<file path="src/rtl/comp_limiter_if.sv">
// comp_limiter sample bus: input/output valid-ready pair plus control.
// Optional makeup_gain member under COMP_MAKEUP_GAIN_EN.
interface comp_limiter_if;
  logic               in_valid;
  logic               in_ready;
  logic signed [15:0] signal_in;
  logic               enable;
  logic               out_valid;
  logic               out_ready;
  logic signed [15:0] signal_out;
  logic [15:0]        gain_out;
`ifdef COMP_MAKEUP_GAIN_EN
  logic [15:0]        makeup_gain;

  modport master (
    output in_valid, signal_in, enable,
    output out_ready, makeup_gain,
    input  in_ready, out_valid,
    input  signal_out, gain_out
  );
  modport slave (
    input  in_valid, signal_in, enable,
    input  out_ready, makeup_gain,
    output in_ready, out_valid,
    output signal_out, gain_out
  );
`else
  modport master (
    output in_valid, signal_in, enable,
    output out_ready,
    input  in_ready, out_valid,
    input  signal_out, gain_out
  );
  modport slave (
    input  in_valid, signal_in, enable,
    input  out_ready,
    output in_ready, out_valid,
    output signal_out, gain_out
  );
`endif
endinterface

</file>
<file path="src/rtl/comp_limiter.sv">
// Envelope-following limiter, gain from a restoring divider.
// Optional Q.4 makeup gain stage enabled by COMP_MAKEUP_GAIN_EN.
module comp_limiter #(
  parameter int bits_per_level = 12,
  parameter int gain_frac_bits = 8,
  parameter int attack_shift   = 2,
  parameter int release_shift  = 8
) (
  input  logic          clk,
  input  logic          rst_n,
  comp_limiter_if.slave bus
);
  localparam logic [16:0] THR   = 17'(1 << bits_per_level);
  localparam logic [15:0] UNITY = 16'(1 << gain_frac_bits);
  localparam int          CW    = $clog2(gain_frac_bits + 1);
  localparam logic [CW-1:0] CLAST = CW'(gain_frac_bits - 1);

  typedef enum logic [2:0] {
    IDLE, ENV, DIV, APPLY, OUT
  } state_t;

  state_t             state_q, state_d;
  logic signed [15:0] smp_q;
  logic [15:0]        env_q;
  logic [16:0]        rem_q;
  logic [15:0]        gain_q;
  logic [CW-1:0]      cnt_q;
  logic               ov_q;
  logic signed [15:0] sout_q;
  logic [15:0]        gout_q;

  logic [15:0]        abs_w, diff_w, inc_w, env_nxt;
  logic               comp_w;
  logic [16:0]        rem_sh;
  logic               ge_w;
  logic signed [32:0] prod_w, res_w;
  logic signed [15:0] out_w;

  function automatic logic signed [15:0] sat16(
    input logic signed [32:0] v
  );
    if (v > 33'sd32767)       return 16'sh7fff;
    else if (v < -33'sd32768) return 16'sh8000;
    else                      return v[15:0];
  endfunction

  always_comb begin
    abs_w  = smp_q[15] ? (~smp_q + 16'd1) : smp_q;
    diff_w = abs_w - env_q;
    inc_w  = diff_w >> attack_shift;
    if (inc_w == 16'd0) inc_w = 16'd1;
    if (abs_w > env_q) env_nxt = env_q + inc_w;
    else env_nxt = env_q - (env_q >> release_shift);
    comp_w = bus.enable && ({1'b0, env_nxt} > THR);
    rem_sh = {rem_q[15:0], 1'b0};
    ge_w   = rem_sh >= {1'b0, env_q};
  end

  // Floor product, saturate, then optionally scale by makeup.
  always_comb begin
    prod_w = 33'(smp_q) * $signed({17'd0, gain_q});
    res_w  = prod_w >>> gain_frac_bits;
    out_w  = sat16(res_w);
`ifdef COMP_MAKEUP_GAIN_EN
    prod_w = 33'(out_w) * $signed({17'd0, bus.makeup_gain});
    out_w  = sat16(prod_w >>> 4);
`endif
  end

  always_ff @(posedge clk or negedge rst_n) begin
    if (!rst_n) state_q <= IDLE;
    else        state_q <= state_d;
  end

  always_comb begin
    state_d = state_q;
    unique case (state_q)
      IDLE:    if (bus.in_valid) state_d = ENV;
      ENV:     state_d = comp_w ? DIV : APPLY;
      DIV:     if (cnt_q == CLAST) state_d = APPLY;
      APPLY:   state_d = OUT;
      OUT:     if (bus.out_ready) state_d = IDLE;
      default: state_d = IDLE;
    endcase
  end

  always_comb begin
    bus.in_ready   = rst_n && (state_q == IDLE);
    bus.out_valid  = ov_q;
    bus.signal_out = sout_q;
    bus.gain_out   = gout_q;
  end

  always_ff @(posedge clk or negedge rst_n) begin
    if (!rst_n) begin
      smp_q  <= '0;
      env_q  <= '0;
      rem_q  <= '0;
      gain_q <= '0;
      cnt_q  <= '0;
      ov_q   <= 1'b0;
      sout_q <= '0;
      gout_q <= UNITY;
    end else begin
      unique case (state_q)
        IDLE: if (bus.in_valid) smp_q <= bus.signal_in;
        ENV: begin
          env_q  <= env_nxt;
          rem_q  <= THR;
          cnt_q  <= '0;
          gain_q <= comp_w ? 16'd0 : UNITY;
        end
        DIV: begin
          rem_q  <= ge_w ? (rem_sh - {1'b0, env_q}) : rem_sh;
          gain_q <= {gain_q[14:0], ge_w};
          cnt_q  <= cnt_q + 1'b1;
        end
        APPLY: begin
          sout_q <= out_w;
          gout_q <= gain_q;
          ov_q   <= 1'b1;
        end
        OUT: if (bus.out_ready) ov_q <= 1'b0;
        default: ;
      endcase
    end
  end
endmodule

</file>
<file path="src/flat_wrapper.sv">
// flat-port wrapper written by rule: the top's interface ports become plain ports
module comp_limiter_flat 
#(
  parameter int bits_per_level = 12,
  parameter int gain_frac_bits = 8,
  parameter int attack_shift   = 2,
  parameter int release_shift  = 8
)
  (clk, rst_n, bus_in_valid, bus_signal_in, bus_enable, bus_out_ready, bus_in_ready, bus_out_valid, bus_signal_out, bus_gain_out);
  comp_limiter_if bus_i ();
  input  logic clk;
  input  logic rst_n;
  input wire logic [$bits(bus_i.in_valid)-1:0] bus_in_valid;
  input wire logic [$bits(bus_i.signal_in)-1:0] bus_signal_in;
  input wire logic [$bits(bus_i.enable)-1:0] bus_enable;
  input wire logic [$bits(bus_i.out_ready)-1:0] bus_out_ready;
  output wire logic [$bits(bus_i.in_ready)-1:0] bus_in_ready;
  output wire logic [$bits(bus_i.out_valid)-1:0] bus_out_valid;
  output wire logic [$bits(bus_i.signal_out)-1:0] bus_signal_out;
  output wire logic [$bits(bus_i.gain_out)-1:0] bus_gain_out;
  assign bus_i.in_valid = bus_in_valid;
  assign bus_i.signal_in = bus_signal_in;
  assign bus_i.enable = bus_enable;
  assign bus_i.out_ready = bus_out_ready;
  assign bus_in_ready = bus_i.in_ready;
  assign bus_out_valid = bus_i.out_valid;
  assign bus_signal_out = bus_i.signal_out;
  assign bus_gain_out = bus_i.gain_out;
  comp_limiter #(.bits_per_level(bits_per_level), .gain_frac_bits(gain_frac_bits), .attack_shift(attack_shift), .release_shift(release_shift)) u_core (.clk(clk), .rst_n(rst_n), .bus(bus_i));
endmodule
</file>
<file path="config.mk">
export PLATFORM = sky130hd
export DESIGN_NAME = comp_limiter_flat
export DESIGN_NICKNAME = d
export VERILOG_FILES = /design/src/rtl/comp_limiter_if.sv /design/src/rtl/comp_limiter.sv /design/src/flat_wrapper.sv
export SDC_FILE = /design/constraint.sdc
export NUM_CORES = 1
export LEC_CHECK = 0
export ABC_AREA = 1
export ABC_CLOCK_PERIOD_IN_PS = 12700
export BUFFER_PORTS_ARGS = -buffer_cell sky130_fd_sc_hd__clkbuf_2
export CAP_MARGIN = 40
export CORE_MARGIN = 2
export CORE_UTILIZATION = 55
export CTS_CLUSTER_SIZE = 14
export DETAILED_ROUTE_END_ITERATION = 7
export PLACE_DENSITY = 0.84
export SYNTH_ARGS = -nofsm -noshare
export SYNTH_HDL_FRONTEND = slang
export SYNTH_SLANG_ARGS = --single-unit
export TNS_END_PERCENT = 20
</file>
<file path="constraint.sdc">
create_clock -name clk -period 12.7 [get_ports clk]
set_clock_uncertainty 0.1 [all_clocks]
set_input_delay 2.54 -clock clk [delete_from_list [all_inputs] [get_ports clk]]
set_output_delay 2.54 -clock clk [all_outputs]
set_load 0.01 [all_outputs]
</file>
## After elaboration in Yosys (flattened, before gate mapping)

Cells that the tools add are included.

- Bits in registers: 104
- Bits of input ports: 21

- Add/subtract/negate cells: 6
- Multiply operators: 1
- Order comparisons: 5
- Equal/unequal tests: 8
- Mux-type cells: 17
- Bitwise logic cells: 1
- Reductions and logical operators: 9

Operator list:

| operator | number |
|---|---|
| $mux W16 | 5 |
| $pmux W16 S2 | 2 |
| $mul A16 B17 Y33 | 1 |
| $sub A16 B16 Y16 | 2 |
| $gt A25 B16 Y1 const B | 1 |
| $lt A25 B16 Y1 const B | 1 |
| $ge A17 B16 Y1 | 1 |
| $add A16 B1 Y16 const B | 1 |
| $add A16 B16 Y16 | 1 |
| $gt A16 B13 Y1 const B | 1 |
| $gt A16 B16 Y1 | 1 |
| $logic_not A16 Y1 | 1 |
| $not A16 Y16 | 1 |
| $sub A16 B8 Y16 | 1 |
| $pmux W3 S5 | 1 |
| $mux W14 | 1 |
| $mux W3 | 3 |
| $mux W9 | 1 |
| $pmux W4 S2 | 1 |
| $eq A3 B2 Y1 const B | 2 |
| $add A4 B1 Y4 const B | 1 |
| $eq A4 B3 Y1 const B | 1 |
| $ne A2 B2 Y1 const B | 2 |
| $reduce_and A2 Y1 | 2 |
| 9 further kinds | 12 |

## Depth between registers and ports, before layout

- Depth in word-level cells: 12
- Depth in mapped cells: 48

## Worst setup path before layout

OpenSTA, ideal clock, no wires.

- Path type: register to register
- Start point: reg u_core.smp_q[15]
- End point: reg u_core.sout_q[10], in the netlist u_core.bus.signal_out[10]
- Data arrival time: 6.098 ns
- Slack: 6.382 ns
- Stages on the path, launching flop included: 27
- Path buffers: 3
- Path through: dfrtp_1 > clkbuf_1 > buf_1 > nand2_1 > fa_1 > inv_1 > fa_1 > fa_1 > fa_1 > inv_1 > fa_1 > inv_1 > fa_1 > ha_1 > a21oi_1 > o21ai_1 > a21oi_2 > nor2_1 > nor2_1 > nand2_1 > nand2_1 > nand2_1 > nor2_2 > nand3_2 > a21oi_4 > buf_6 > a21oi_2

- Word-level cells in the longest chain between the ends: 4
- Elaborated cells on any way between the ends: 5
- Those cells by class: mul (1); order compare (2); mux (2)

Ends and longest elaborated chain:

| element | line | RTL |
|---|---|---|
| start, declared | comp_limiter.sv:23 | `logic signed [15:0] smp_q;` |
| start signal, assigned | comp_limiter.sv:106 | `IDLE: if (bus.in_valid) smp_q <= bus.signal_in;` |
| $mul A16 B17 Y33 (*) | comp_limiter.sv:61 | `prod_w = 33'(smp_q) * $signed({17'd0, gain_q});` |
| $lt A25 B16 Y1 | comp_limiter.sv:43 | `else if (v < -33'sd32768) return 16'sh8000;` |
| $mux W16 | comp_limiter.sv:43 |  |
| $mux W16 (*) | comp_limiter.sv:42 | `if (v > 33'sd32767) return 16'sh7fff;` |
| end signal, assigned | comp_limiter.sv:119 | `sout_q <= out_w;` |
| end, declared | comp_limiter.sv:29 | `logic signed [15:0] sout_q;` |

Mark *: on every way between the ends. The rest lies on a longest branch, timed or not.
A chain may end at the register's enable or synchronous reset.

## Worst setup path after layout

- Start point: reg u_core.smp_q[14]
- End point: reg u_core.sout_q[2], in the netlist u_core.bus.signal_out[2]

Same word-level chain as after synthesis.

==> impl_metrics.json <==
{
  "timing.fmax_mhz": 142,
  "dr.first_iter.drc_count": 1059,
  "wl_um": 43100,
  "synth.top_cell.area_share_pct": 23.4,
  "antenna_left": 0,
  "drtPass1Iterations": 6,
  "cts_buffers": 9,
  "clk_latency_ps": 370,
  "hold_viol": 0,
  "viasPerCell": 5.47,
  "dp_hpwl_um": 35100,
  "slowest_stage": "dfrtp_1",
  "ioPinCount": 55,
  "ys_async_sr_fraction_pct": 100,
  "die_area_um2": 31800,
  "crit_fanout": 19,
  "wl_per_cell_um": 16.0,
  "critical_path_required_ps": 12830,
  "post-cts-setup-buffers": 0,
  "gp_congestion": 0.924,
  "portBuffers": 54,
  "area_delta_synth_final_pct": 5.15,
  "path_cells": "nand2_1 -> fa_1 -> inv_1 -> fa_1 -> fa_1 -> inv_1 -> fa_1 -> inv_1 -> fa_1 -> fa_1 -> ha_1 -> nand2_1 -> nor2_1 -> nand2_1 -> nor2_1 -> nand2_1 -> nand3_1 -> nand2_1 -> nand2_1 -> nand3_1 -> nor2_1 -> nand3_2 -> a21oi_4 -> a21oi_1",
  "relSlewSlack_pct": 34.1,
  "tightest_slew_ps": 988,
  "setup_tns_ps": 0,
  "diodes": 0,
  "ctsHoldBuffers": 0,
  "ctsResizeCount": 0,
  "clkTransAtPathRegs_ps": 90,
  "drv_cap": 0,
  "track_usage_pct": 28.6,
  "synth_area_per_cell_um2": 7.25,
  "grt_setup_unrepaired": "false",
  "status": "completed",
  "synth-seq-area-share_pct": 15.6,
  "grt_overflow": 0,
  "cts-root-to-sink-buffers": 2,
  "drc": 0,
  "grt_pass1_vias": 14800,
  "period_share_pct": 55.5,
  "end_kind": "flop",
  "drive_gt1_share_pct": 6.00,
  "yosysUniqueCellTypes": 54,
  "start_util_pct": 56.1,
  "netlist_area_um2": 16700,
  "synth_area_leaders": "fa_1, dfrtp_1, nand2_1, ha_1, inv_1",
  "die_x_um": 178,
  "synth_edf_count": 0,
  "syn_nets": 2691,
  "drv_slew": 0,
  "min_period_ps": 7050,
  "die_y_um": 178,
  "cts_sinks": 104,
  "fin_util_pct": 59.0,
  "cp.arrival_ps": 7180,
  "yosys_register_bits": 104,
  "synth_most_common_cell": "nand2_1",
  "hp-class": "reg -> reg",
  "htreeDepth": 3,
  "root_buffer": "clkbuf_16",
  "synthCells": 2305,
  "synth_largest_area_cell": "fa_1",
  "startpoint_type": "flop",
  "report.final.setup_viol": 0,
  "synth_common_cells": "nand2_1, inv_1, fa_1",
  "finalNetCount": 2682,
  "max_stage_delay_ps": 920,
  "vias": 14700,
  "core-area_um2": 29800,
  "rows": 63,
  "cts_tree": "done",
  "yosysWarnings": 0,
  "path_class": "reg -> reg",
  "synth_ff_type": "dfrtp_1",
  "grt_max_degree": 64,
  "antenna_found_initial": 0,
  "grt_pass1_wl_um": 72100
}
-- worst max-delay path, delay by kind of cell, from the launching register on --
kind,cells,cell delay [ps]
AO/OA/AOI/OAI,2,630
flip-flops,1,920
AND/OR/NAND/NOR,12,1510
buffers and inverters,3,180
adder cells (fa/ha/maj),7,3560
-- layout make-up --
class	instances	area, µm²
fillers	2672	12200
repair buffers	63	380
clock inverters	5	72.6
inverters	511	1920
clock buffers	11	253
well taps	390	488
flip-flops and latches	104	2600
multi-input cells	1607	11900
-- path summary, 6_finish.rpt --
| check | depth (start not counted) | endpoint | from | slack, ps |
|---|---|---|---|---|
| setup reg to reg | 24 | u_core.bus.signal_out[2]$_DFFE_PN0P_ | u_core.smp_q[14]$_DFFE_PN0P_ | 5650 |
| hold reg to reg | 1 | u_core.cnt_q[3]$_DFFE_PN0P_ | u_core.cnt_q[3]$_DFFE_PN0P_ | 370 |
| setup / recovery | 24 | u_core.bus.signal_out[2]$_DFFE_PN0P_ | u_core.smp_q[14]$_DFFE_PN0P_ | 5650 |
| max in group asynchronous | 3 | u_core.smp_q[6]$_DFFE_PN0P_ | rst_n | 9500 |
| hold / removal | 1 | u_core.cnt_q[3]$_DFFE_PN0P_ | u_core.cnt_q[3]$_DFFE_PN0P_ | 370 |
| min in group asynchronous | 1 | u_core.bus.signal_out[3]$_DFFE_PN0P_ | rst_n | 1990 |
-- per-stage QoR --
step	hold WS, ps	std cells	instance area, µm²	setup WS, ps
5_1_grt	401	2691	17600	5080
3_5_place_dp	365	2675	17200	5740
6_report	371	2691	17600	5650
4_1_cts	375	2691	17600	5710
3_3_place_gp	353	2673	17200	5890
2_1_floorplan	335	2305	16700	6380
-- state kept, by name (all words and copies together), names as in the netlist --
name	count
u_core.bus.out_valid	1
u_core.smp_q	16
u_core.bus.gain_out	16
u_core.state_q	3
u_core.cnt_q	4
u_core.bus.signal_out	16
u_core.rem_q	16
u_core.env_q	16
u_core.gain_q	16
-- layer usage --
metal / GRT usage (%) / wire length (µm) / vias up / part of all wire (%)
li1: - / - / 6972 / -
met3: 3.54 / 2630 / 122 / 6.1
met2: 48.7 / 20900 / 546 / 49
met5: 0 / 0 / - / 0
met1: 37.4 / 18000 / 7079 / 42
met4: 10.8 / 1540 / 0 / 3.6
-- placed cells by master, fill, tap and decap left out, types with 9 or more instances in the layout --
master and n:
a21oi_2 11, ha_1 170, nor3_1 19, inv_1 507
clkbuf_2 53, a21oi_1 100, xor2_1 37, o22ai_1 15
nand2_1 628, o21ai_0 93, nand4_1 15, fa_1 195
dfrtp_1 103, nand3_1 69, nand2_2 17, nor2_1 143
clkbuf_16 9, xnor2_1 20
-- kinds of logic (layout without fill, tap and decap cells) --
| logic type | after synthesis | in the layout | synth area share (%) |
|---|---|---|---|
| buffers and inverters | 594 | 590 | 13.5 |
| AO/OA/AOI/OAI | 259 | 259 | 8.79 |
| multiplexers | 8 | 8 | 0.539 |
| adder cells (fa/ha/maj) | 365 | 365 | 36.1 |
| flip-flops | 104 | 104 | 15.6 |
| AND/OR/NAND/NOR | 917 | 917 | 22.4 |
| XOR/XNOR | 58 | 58 | 3.15 |
Power is not shown: default switching activity piles up to over one toggle a cycle in this logic, so the estimate is an artifact.
